**src/rtl/audio_dma_reader.sv**
```systemverilog
// Audio DMA reader: fetches bytes from memory over a simple req/gnt bus
// and plays each one as two 4-bit samples (high nibble first) on the
// left/right outputs, each nibble lasting (RATE_BASE << rate) ce_ticks.
module audio_dma_reader #(
    parameter int RATE_BASE = 256
) (
    input  logic        clk,
    input  logic        reset_n,
    input  logic        ce_tick,
    input  logic [15:0] dma_addr,
    input  logic [7:0]  dma_length,
    input  logic [7:0]  dma_ctrl,
    input  logic        trig_wr,
    input  logic [7:0]  trig_data,
    output logic        bus_req,
    input  logic        bus_gnt,
    output logic [15:0] bus_addr,
    input  logic [7:0]  bus_din,
    output logic [2:0]  rom_bank,
    output logic [3:0]  left,
    output logic [3:0]  right,
    output logic        busy,
    output logic        done
);
    // Period counter must reach (RATE_BASE << 3) - 1.
    localparam int PW = $clog2(RATE_BASE) + 4;

    typedef enum logic [2:0] {IDLE, FETCH, WAIT, PLAY_HI, PLAY_LO} state_t;

    state_t        state, state_next;
    logic [15:0]   addr_q;
    logic [12:0]   count_q;      // bytes still to play, 1..4096
    logic [1:0]    rate_q;
    logic          left_en_q;
    logic          right_en_q;
    logic [2:0]    bank_q;
    logic [7:0]    sample_q;
    logic [PW-1:0] period_cnt;
    logic [PW-1:0] period_last;
    logic          period_end;
    logic          start;
    logic [3:0]    nibble;
    logic          unused_bits;

    // Register bits with no function in this block.
    assign unused_bits = ^{dma_ctrl[7], trig_data[6:0]};

    assign start       = trig_wr && trig_data[7];
    assign period_last = PW'((RATE_BASE << rate_q) - 1);
    assign period_end  = ce_tick && (period_cnt == period_last);
    assign nibble      = (state == PLAY_HI) ? sample_q[7:4] : sample_q[3:0];
    assign bus_addr    = addr_q;
    assign rom_bank    = bank_q;

    // State register.
    always_ff @(posedge clk) begin
        // NOTE: clocked blocks use <= so every register sees pre-edge values.
        if (!reset_n) state <= IDLE;
        else          state <= state_next;
    end

    // Next-state logic and state-decoded bus/status outputs.
    always_comb begin
        // NOTE: defaults first so every path assigns every output (no latch).
        state_next = state;
        bus_req    = (state == FETCH);
        busy       = (state != IDLE);
        case (state)
            IDLE:    state_next = IDLE;
            FETCH:   if (bus_gnt) state_next = WAIT;
            WAIT:    state_next = PLAY_HI;
            PLAY_HI: if (period_end) state_next = PLAY_LO;
            PLAY_LO: if (period_end) state_next = (count_q == 13'd1) ? IDLE : FETCH;
            default: state_next = IDLE;
        endcase
        // A CPU trigger overrides the sequencer, including a same-cycle grant.
        if (trig_wr) state_next = trig_data[7] ? FETCH : IDLE;
    end

    // Transfer registers: latched on start, stepped as nibbles complete.
    always_ff @(posedge clk) begin
        if (!reset_n) begin
            addr_q     <= '0;
            count_q    <= '0;
            rate_q     <= '0;
            left_en_q  <= 1'b0;
            right_en_q <= 1'b0;
            bank_q     <= '0;
            period_cnt <= '0;
            done       <= 1'b0;
        end else begin
            done <= 1'b0;
            if (start) begin
                addr_q     <= dma_addr;
                count_q    <= (dma_length == 8'd0) ? 13'd4096 : {1'b0, dma_length, 4'b0000};
                rate_q     <= dma_ctrl[1:0];
                right_en_q <= dma_ctrl[2];
                left_en_q  <= dma_ctrl[3];
                bank_q     <= dma_ctrl[6:4];
                period_cnt <= '0;
            end else if (!trig_wr) begin
                case (state)
                    WAIT: period_cnt <= '0;
                    PLAY_HI: begin
                        if (ce_tick) period_cnt <= period_end ? '0 : period_cnt + 1'b1;
                    end
                    PLAY_LO: begin
                        if (period_end) begin
                            period_cnt <= '0;
                            addr_q     <= addr_q + 16'd1;
                            count_q    <= count_q - 13'd1;
                            done       <= (count_q == 13'd1);
                        end else if (ce_tick) begin
                            period_cnt <= period_cnt + 1'b1;
                        end
                    end
                    default: ;
                endcase
            end
        end
    end

    // Sample byte captured in WAIT, the cycle after the grant.
    always_ff @(posedge clk) begin
        // NOTE: data-only register, deliberately not reset; it is read only after WAIT loads it.
        if (reset_n && !trig_wr && state == WAIT) sample_q <= bus_din;
    end

    // Channel outputs: show the current nibble one cycle after the play state
    // is entered, hold across the refetch, and clear when idle or retriggered.
    always_ff @(posedge clk) begin
        if (!reset_n || trig_wr || state == IDLE) begin
            left  <= 4'h0;
            right <= 4'h0;
        end else if (state == PLAY_HI || state == PLAY_LO) begin
            left  <= left_en_q  ? nibble : 4'h0;
            right <= right_en_q ? nibble : 4'h0;
        end
    end

endmodule

```
**config.mk**
```make
export PLATFORM = sky130hd
export DESIGN_NAME = audio_dma_reader
export DESIGN_NICKNAME = d
export VERILOG_FILES = /design/src/rtl/audio_dma_reader.sv
export SDC_FILE = /design/constraint.sdc
export NUM_CORES = 1
export LEC_CHECK = 0
export CORE_ASPECT_RATIO = 0.6
export CORE_MARGIN = 10
export CORE_UTILIZATION = 49
export DETAILED_ROUTE_END_ITERATION = 6
export PLACE_DENSITY = 0.79
export SYNTH_ARGS = -nofsm -noshare
export SYNTH_HDL_FRONTEND = slang
export SYNTH_SLANG_ARGS = --single-unit
```
**constraint.sdc**
```tcl
create_clock -name clk -period 2.7 [get_ports clk]
set_clock_uncertainty 0.1 [all_clocks]
set_input_delay 0.54 -clock clk [delete_from_list [all_inputs] [get_ports clk]]
set_output_delay 0.54 -clock clk [all_outputs]
set_load 0.005 [all_outputs]
```
==> impl_metrics.ini <==
[synthesis]
synthCells = 399
synth.distinct_cells = 55
avgSynthCellArea_um2 = 8.44
synth_enable_flop_cells = 8
yosys_register_bits = 68
async_flop_share = 0
ys.flop_type = dfxtp_1
synth_area_um2 = 3370
ys_warn_count = 0
ys_seq_area_frac = 0.428
syn-num-nets = 456

[cells_and_area]
antenna_cells = 0
drive_gt1_frac = 0.0948
final_cell_mix = 74 x clkdlybuf4s50_1, 60 x dfxtp_1, 49 x nand2_1, 36 x o21ai_0, 29 x nor2_1
fillerInstances = 537
area_growth_pct = 37.8
final_nets = 548
final_common_cell = clkdlybuf4s50_1

[sta]
timing.fmax_mhz = 393
setup_slack_ps = 154
relSlewSlack = 0.504
layout_min_cycle_time_ps = 2550
maxSlewViolCount = 0
post-route-period-util = 0.943
rsz0062_at_grt = no
worst_slew_pin_slew_ps = 738
setup_viol = 0
final_hold_viol_count = 0

[worst_setup_path]
required_ps = 2860
startpoint_type = register
worst_ep_arrival_time_ps = 2700
reg2reg_depth = 6
cp-end-kind = register
path_max_fanout = 8
criticalPathCategory = reg -> reg

[floorplan]
rows = 23
top_level_ports = 83
core_area_um2 = 6680
start_util = 0.504
die_h_um = 84.2
die-area_um2 = 10700
die_w_um = 127

[drt]
firstDrtPassIters = 5
drt-wirelength-per-cell_um = 16.8
drc = 0
via_per_inst = 5.88
vias = 3427
wirelength_um = 9820
drt_iter0_drc = 386
ant_nets = 0

[placed_design]
io_buffers = 74
place_hpwl_um = 7310
place_congestion = 0.838
dpl_worst_slack_ps = -173

[cts]
clock-sinks = 68
cts_setup_buffers = 0
h-tree-depth = 3
cts_tree = yes
clk_latency_ps = 330
clock_path_buffers = 2
ctsResizeCount = 0
path_clk_slew_ps = 60
cts_hold_buf = 0
cts_buffers = 9
cts-root-buf = clkbuf_16

[global_routing]
grt_pass1_vias = 3224
antenna_found_initial = 0
overflow = 0
grt_pass1_wl_um = 15800
track_usage = 0.176
grt_max_degree = 25

[power_and_ir_drop]
ir_drop_v = 0.000271
p_total_mw = 2.49
p_leak_nw = 1.65
power.density_nw_per_um2 = 537

[hold_path]
min_path_type = reg -> reg
whs_path_depth = 2

[flow_run]
cap_violations = 0

[run_status]
status = complete, no violations
through the flow:
stage	setup TNS, ps	utilization	std cells	hold slack, ps	area [um2]
after global placement	-242	0.650	567	342	4340
after global routing	0	0.695	583	385	4640
after detailed placement	-781	0.650	567	353	4340
after CTS	0	0.695	583	358	4640
after floorplan	0	-	399	337	3370
final	0	0.695	583	356	4640
sequential cells by signal, indices dropped and copies added, names as in the netlist:
signal	cells
bus_addr	16
count_q	13
done	1
left	4
left_en_q	1
period_cnt	12
rate_q	2
right	4
right_en_q	1
rom_bank	3
sample_q	8
state	3
cell type report:
| cell class | instances | area, um2 | area share |
|---|---|---|---|
| flip-flops and latches | 68 | 1440 | 0.311 |
| repair buffers | 101 | 943 | 0.203 |
| clock inverters | 3 | 17.5 | 0.00377 |
| clock buffers | 13 | 282 | 0.0607 |
| multi-input cells | 302 | 1810 | 0.391 |
| well taps | 87 | 109 | 0.0235 |
| inverters | 9 | 33.8 | 0.00728 |
layer usage:
layer  part of all wire  global-route usage  vias to the layer above
met5                  0                   0                        -
met4              0.011              0.0577                        0
met3              0.083              0.0515                       14
met2               0.45               0.270                      145
met1               0.45               0.231                     1609
li1                   -                   -                     1659
where the power goes:
group,leakage (nW),internal (mW),switching [mW]
clock,0.147,0.725,0.436
combinational,0.946,0.139,0.104
sequential,0.561,1.05,0.0342
synth_stat cells (all sizes together), types with 8 or more instances:
library cell	count	area share
nor3	10	0.015
nand3	13	0.019
or3	10	0.019
nor2	29	0.032
dfxtp	60	0.36
a21oi	20	0.030
o21ai	36	0.054
or4	8	0.018
edfxtp	8	0.071
and2	11	0.020
xnor2	13	0.034
clkbuf	17	0.019
nand2	49	0.055
inv	9	0.010
a31oi	12	0.022
kinds of logic (layout without fill, tap and decap cells):
kind of cell | after synthesis | in the layout | synth area share
buffers and inverters | 29 | 126 | 0.0331
XOR/XNOR | 16 | 16 | 0.0416
multiplexers | 7 | 7 | 0.0216
AND/OR/NAND/NOR | 169 | 169 | 0.261
adder cells (fa/ha/maj) | 4 | 4 | 0.0149
AO/OA/AOI/OAI | 106 | 106 | 0.200
flip-flops | 68 | 68 | 0.428
path summary, 6_finish.rpt:
kind	from	end	slack (ps)
max	period_cnt[8]$_SDFFE_PP0P_	bus_addr[10]$_SDFFE_PN0P_	150
min	rom_bank[2]$_SDFFE_PN0P_	rom_bank[2]$_SDFFE_PN0P_	360
max reg2reg	period_cnt[8]$_SDFFE_PP0P_	bus_addr[10]$_SDFFE_PN0P_	150
min reg2reg	rom_bank[2]$_SDFFE_PN0P_	rom_bank[2]$_SDFFE_PN0P_	360
critical path, cell delays in order, from the launching register on:
cell      delay, ps
dfxtp_1         360
or2_1           260
a2111o_1        500
a211o_1         430
buf_4           200
or4_1           470
a31oi_1         160
Power figures use the tool's default switching activity.
